`src/rtl/commit_chk_pkg.sv`:
```
// rtl/commit_chk_pkg.sv - shared types for the commit trace checker
package commit_chk_pkg;

    // Record field width; the checker's XLEN parameter must equal this.
    localparam int REC_XLEN = 32;

    typedef enum logic {
        KIND_REG   = 1'b0,
        KIND_STORE = 1'b1
    } commit_kind_e;

    typedef enum logic [2:0] {
        ERR_NONE       = 3'd0,
        ERR_MISMATCH   = 3'd1,
        ERR_UNEXPECTED = 3'd2,
        ERR_TIMEOUT    = 3'd3,
        ERR_PENDING    = 3'd4
    } err_code_e;

    typedef enum logic [1:0] {
        ST_IDLE = 2'd0,
        ST_RUN  = 2'd1,
        ST_PASS = 2'd2,
        ST_FAIL = 2'd3
    } chk_state_e;

    typedef struct packed {
        commit_kind_e        kind;
        logic [REC_XLEN-1:0] pc;
        logic [REC_XLEN-1:0] dest;
        logic [REC_XLEN-1:0] data;
    } commit_rec_t;

endpackage

```
`src/rtl/commit_fifo.sv`:
```
// rtl/commit_fifo.sv - synchronous FIFO of expected commit records
module commit_fifo
    import commit_chk_pkg::*;
#(
    parameter int DEPTH = 8
) (
    input  logic                     clk,
    input  logic                     rst,
    input  logic                     push,
    input  commit_rec_t              wr_rec,
    input  logic                     pop,
    output commit_rec_t              rd_rec,
    output logic [REC_XLEN-1:0]      next_pc,
    output logic [REC_XLEN-1:0]      next_data,
    output logic                     full,
    output logic                     empty,
    output logic [$clog2(DEPTH):0]   count
);
    localparam int AW = $clog2(DEPTH);

    commit_rec_t    mem [DEPTH];
    logic [AW:0]    wr_ptr;
    logic [AW:0]    rd_ptr;
    logic [AW-1:0]  rd_idx_next;

    // Extra pointer MSB distinguishes full from empty when indices coincide.
    assign count       = wr_ptr - rd_ptr;
    assign empty       = (wr_ptr == rd_ptr);
    assign full        = (wr_ptr[AW] != rd_ptr[AW]) && (wr_ptr[AW-1:0] == rd_ptr[AW-1:0]);
    assign rd_rec      = mem[rd_ptr[AW-1:0]];
    assign rd_idx_next = rd_ptr[AW-1:0] + 1'b1;
    assign next_pc     = mem[rd_idx_next].pc;
    assign next_data   = mem[rd_idx_next].data;

    // Storage write; contents need no reset since pointers gate visibility.
    always_ff @(posedge clk) begin
        if (push && !full) begin
            mem[wr_ptr[AW-1:0]] <= wr_rec;
        end
    end

    // Pointer update; a full FIFO refuses pushes even while popping.
    always_ff @(posedge clk) begin
        if (rst) begin
            wr_ptr <= '0;
            rd_ptr <= '0;
        end else begin
            if (push && !full) wr_ptr <= wr_ptr + 1'b1;
            if (pop && !empty) rd_ptr <= rd_ptr + 1'b1;
        end
    end

endmodule

```
`config.mk`:
```
export PLATFORM = sky130hd
export DESIGN_NAME = commit_fifo
export DESIGN_NICKNAME = d
export VERILOG_FILES = /design/src/rtl/commit_chk_pkg.sv /design/src/rtl/commit_fifo.sv
export SDC_FILE = /design/constraint.sdc
export NUM_CORES = 1
export LEC_CHECK = 0
export CAP_MARGIN = 25
export CORE_ASPECT_RATIO = 1.75
export CORE_MARGIN = 8
export CORE_UTILIZATION = 54
export CTS_BUF_LIST = sky130_fd_sc_hd__clkbuf_4
export CTS_CLUSTER_DIAMETER = 150
export DETAILED_ROUTE_END_ITERATION = 7
export HOLD_SLACK_MARGIN = 0.05
export PLACE_DENSITY = 0.74
export SETUP_SLACK_MARGIN = 0.2
export SKIP_CTS_REPAIR_TIMING = 1
export SLEW_MARGIN = 5
export SYNTH_ARGS = -nofsm -noshare
export SYNTH_HDL_FRONTEND = slang
export SYNTH_SLANG_ARGS = --single-unit
```
`constraint.sdc`:
```
create_clock -name clk -period 11.6 [get_ports clk]
set_input_delay 1.74 -clock clk [delete_from_list [all_inputs] [get_ports clk]]
set_output_delay 1.74 -clock clk [all_outputs]
set_load 0.05 [all_outputs]
```
# Word level (Yosys, flattened, before mapping)
# Memory sizes are Yosys's and may differ from the RTL's. A register that Yosys moved wholly into a read port is not among the register bits.
# Cells that the tools add are included.
# totals
latch_bits	0
rom_bits	0
word_cells	19
mem_count	1
mem_bits_rw	776
ff_bits	8
# op_classes
n_reduce_logical	5
order_cmp	0
n_eq_ne	3
mux	4
add_sub_neg	4
mul	0
bitwise	0
shifts	0
n_div	0
# mem_list
name	depth	word_bits	rd	rd_ports_with_merged_regs	wr	line_no	rtl
mem	8	97	2	1	1	commit_fifo.sv:21	commit_rec_t mem [DEPTH];
# op_table
cell	count
$add A4 B1 Y4 const B	2
$mux W3	2
$eq A4 B4 Y1	1
$sub A4 B4 Y4	1
$add A3 B1 Y3 const B	1
$eq A3 B3 Y1	1
$logic_and A1 B1 Y1	3
$logic_not A1 Y1	2
$mux W1	2
$ne A1 B1 Y1	1

# Logic depth before layout (Yosys ltp)
# depth
ltp_word	6
depth_mapped	7
depth_no_buf	6

# Least setup slack after synthesis
# No wires, ideal clock.
# synth_timing
path_kind	input-to-reg
from	in push
to	mem mem[0][0] in the netlist's numbering (enable)
required_time_ns	10.809
setup_time_ns	0.791
cell_stages	2
slack_ns	-0.191
path_buffers	0
t_arrival_ns	11.000
cell_sequence	o21ai_2 > nor4_1
# synth_between
elab_chain_cells	3
# synth_lines
item	line_no	rtl
from (decl)	commit_fifo.sv:9	input logic push,
$logic_and A1 B1 Y1	commit_fifo.sv:37	if (push && !full) begin
$mux W1	commit_fifo.sv:37	
$mux W1 (implied by the code)	commit_fifo.sv:38	mem[wr_ptr[AW-1:0]] <= wr_rec;
to (decl)	commit_fifo.sv:21	
# No other way between the ends.

# Worst setup path in the final report
# layout_timing
from	reg rd_ptr[0]
to	out next_data[7]
# layout_between
elab_chain_cells	2
# layout_lines
item	line_no	rtl
from (decl)	commit_fifo.sv:23	logic [AW:0] rd_ptr;
from (signal assigned)	commit_fifo.sv:49	if (pop && !empty) rd_ptr <= rd_ptr + 1'b1;
$add A3 B1 Y3	commit_fifo.sv:31	assign rd_idx_next = rd_ptr[AW-1:0] + 1'b1;
net rd_idx_next[1]	commit_fifo.sv:24	logic [AW-1:0] rd_idx_next;
$mem_v2 Z8 W97	--	
to (decl)	commit_fifo.sv:14	output logic [REC_XLEN-1:0] next_data,
# The timed path passes the listed nets, and every way through them passes these cells.

==> out/metrics.csv <==
stage,metric,value,unit
timing,fin_setup_tns,0,ps
timing,fmax,142,MHz
logic_synthesis,syn_inst,1424,
logic_synthesis,synth_top_area_share,69.4,%
global_route,grt_pass1_wl,114,mm
global_route,grt_overflow_total,0,
clock_tree,path_clk_slew,70,ps
layout,final_core_util,63.7,%
worst_hold_path,holdPathStages,2,
flow_run,cap_violations,0,
timing,finalSetupViolCount,0,
logic_synthesis,avgSynthCellArea,23.6,um^2
logic_synthesis,synth.distinct_cells,29,
setup_path,path_class,flop to primary output,
logic_synthesis,synth-async-reset-ratio,0,%
placement,place_ws,5250,ps
worst_hold_path,holdPathEnd,wr_ptr[3]$_SDFFE_PP0P_,
setup_path,r2r_start,rd_ptr[0]$_SDFFE_PP0P_,
die,fp.coreArea,61900,um^2
setup_path,cp-start-kind,flop,
die,pin_count,268,
timing,fin_crit_sh,60.8,%
routing,firstDrtPassIters,7,
placement,hpwl,43.8,mm
routing,route.detailed.wl_per_inst,27.6,um
routing,viasPerCell,6.12,
run_status,status,finished clean,
placement,gp_congestion,0.741,
worst_hold_path,min_from,wr_ptr[3]$_SDFFE_PP0P_,
layout,fin_nets,1917,
timing,worst_slew_pin_slew,1120,ps
timing,finalCriticalPeriod,7050,ps
logic_synthesis,synth_nets,1531,
routing,route.detailed.drc,0,
global_route,grt.busiest_layer,met2,
die,start_util,54.2,%
layout,fill_cells,4159,
global_route,grt_max_degree,124,
timing,fin_skew,76.3,ps
logic_synthesis,ys.warnings.count,0,
setup_path,critPathMaxFanout,70,
timing,hold_viol,0,
layout,final-seq-area,23500,um^2
clock_tree,numCtsBuffers,174,
placement,post_dp_cell_area,37100,um^2
timing,max_slew_margin,25.2,%
pwr,vdd_drop_max,0.136,mV
routing,drt_iter0_markers,1126,
global_route,grt_usage,21.7,%
clock_tree,htreeDepth,4,
clock_tree,cts_tree,done,
logic_synthesis,synth-edff-count,776,
clock_tree,clk_latency,950,ps
timing,slew_violations,0,
timing,fin_ws,4550,ps
logic_synthesis,netlist_area,33600,um^2
routing,vias,16800,
layout,multi_input_area,9530,um^2
timing,rsz0062_at_grt,no,
clock_tree,clockRootBuffer,clkbuf_4,
setup_path,cp.required,9860,ps
layout,layout_commonest_cell,edfxtp_1,
setup_path,arrival,5310,ps
global_route,grt_pass1_vias,18700,
global_route,grt.met3_usage,5.84,%
clock_tree,cts.sinks,787,
setup_path,rr_worst_depth,8,
layout,mostFrequentLayoutCells,"776 x edfxtp_1, 322 x mux4_2, 267 x clkdlybuf4s50_1",
layout,final_cell_area,39400,um^2
die,die-area,70700,um^2
timing,timing.hold.ws,583,ps
layout,area_delta_synth_final,17.4,%
die,num_rows,121,
global_route,met1_usage,26.1,%
pwr,p_leak,0.0122,uW
setup_path,end_kind,primary output,
worst_hold_path,hp-class,flop to flop,
global_route,antenna_found_initial,9,
routing,postRouteAntennaNets,0,
setup_path,path_cells,"ha_4, buf_4, mux4_2, mux2_2, clkdlybuf4s50_1",
die,fp.dieW,205,um
logic_synthesis,yosys_register_bits,787,
layout,drive_above_1_share,41.2,%
placement,io_buffers,267,
pwr,powerDensity,196,nW/um^2
setup_path,r2r_slack,6490,ps
routing,wirelength,75.8,mm
logic_synthesis,synth_area_leaders,"edfxtp_1 69%, mux4_2 22%, mux2_2 5.4%",
setup_path,critPathSlowestCell,dfxtp_4,
logic_synthesis,synth-main-ff-cell,edfxtp_1,
clock_tree,ctsLongestPathBuffers,3,
setup_path,slowest_delay,950,ps
setup_path,reg2reg_to,mem[3][28]$_DFFE_PP_,
logic_synthesis,synth_top_cell_by_area,edfxtp_1,
logic_synthesis,synth-seq-area-share,70.1,%
die,die_height,346,um
global_route,met2_usage,36.6,%
==> cells in the mapped netlist, drive strengths merged (3+ instances only) <==
| cell | count |
|---|---|
| mux2 | 161 |
| xor2 | 4 |
| ha | 5 |
| nor2 | 15 |
| inv | 7 |
| dfxtp | 11 |
| nor3 | 4 |
| a21oi | 3 |
| clkbuf | 19 |
| buf | 73 |
| edfxtp | 776 |
| xnor2 | 7 |
| mux4 | 322 |
==> cells by family (layout without fill, tap and decap cells) <==
family,count (synthesis),after routing,share of synthesized area [%]
compound gates,8,8,0.153
xor+xnor,11,11,0.309
fa+ha+maj,6,6,0.246
buf+inv,99,618,1.81
flops,787,787,70.1
mux,485,485,27.1
other cells,0,8,0
simple gates,28,28,0.376
==> stage by stage <==
stage	total power, uW	instances
floorplan	5010	1424
CTS	7840	2740
global placement	5660	2428
global route	8050	2746
finish	7730	2750
detailed placement	5700	2431
==> area by class of cell <==
class	count	area share, %
well taps	799	2.54
clock buffers	242	4.61
clock inverters	67	1.11
inverters	7	0.0667
flip-flops and latches	787	59.7
diodes	8	0.0508
repair buffers	302	7.71
multi-input cells	538	24.2
==> metal layers <==
layer	part of all wire, %	up-vias
met5	0.018	-
met4	2.9	2
met3	7.6	140
met2	52	633
met1	37	8921
li1	-	7124
==> critical path: cells and delay by family (launching register included) <==
| kind | cells | cell delay [ps] |
|---|---|---|
| adders and majority gates | 1 | 900 |
| DFF | 1 | 950 |
| buffers and inverters | 2 | 1670 |
| muxes | 2 | 700 |
==> how the worst max path moves through the flow <==
stage / from / endpoint / depth (start not counted)
3_5_place_dp: rd_ptr[0]$_SDFFE_PP0P_ / next_data[24] / 5
2_1_floorplan: push / mem[2][0]$_DFFE_PP_ / 3
4_1_cts: rd_ptr[0]$_SDFFE_PP0P_ / next_data[21] / 5
5_1_grt: rd_ptr[0]$_SDFFE_PP0P_ / next_data[7] / 5
3_3_place_gp: rd_ptr[0]$_SDFFE_PP0P_ / next_data[28] / 5
6_report: rd_ptr[0]$_SDFFE_PP0P_ / next_data[7] / 5
==> state kept, by name (all words and copies together) (netlist names), named ones only <==
register,count
mem,776
rd_ptr,4
wr_ptr,4
==> report_power, final <==
part | total, uW | switching, uW | internal [uW]
clock | 2120 | 1040 | 1090
combinational | 2340 | 1340 | 999
sequential | 3270 | 73.1 | 3200
total | 7730 | 2450 | 5290
Power figures use the tool's default switching activity.
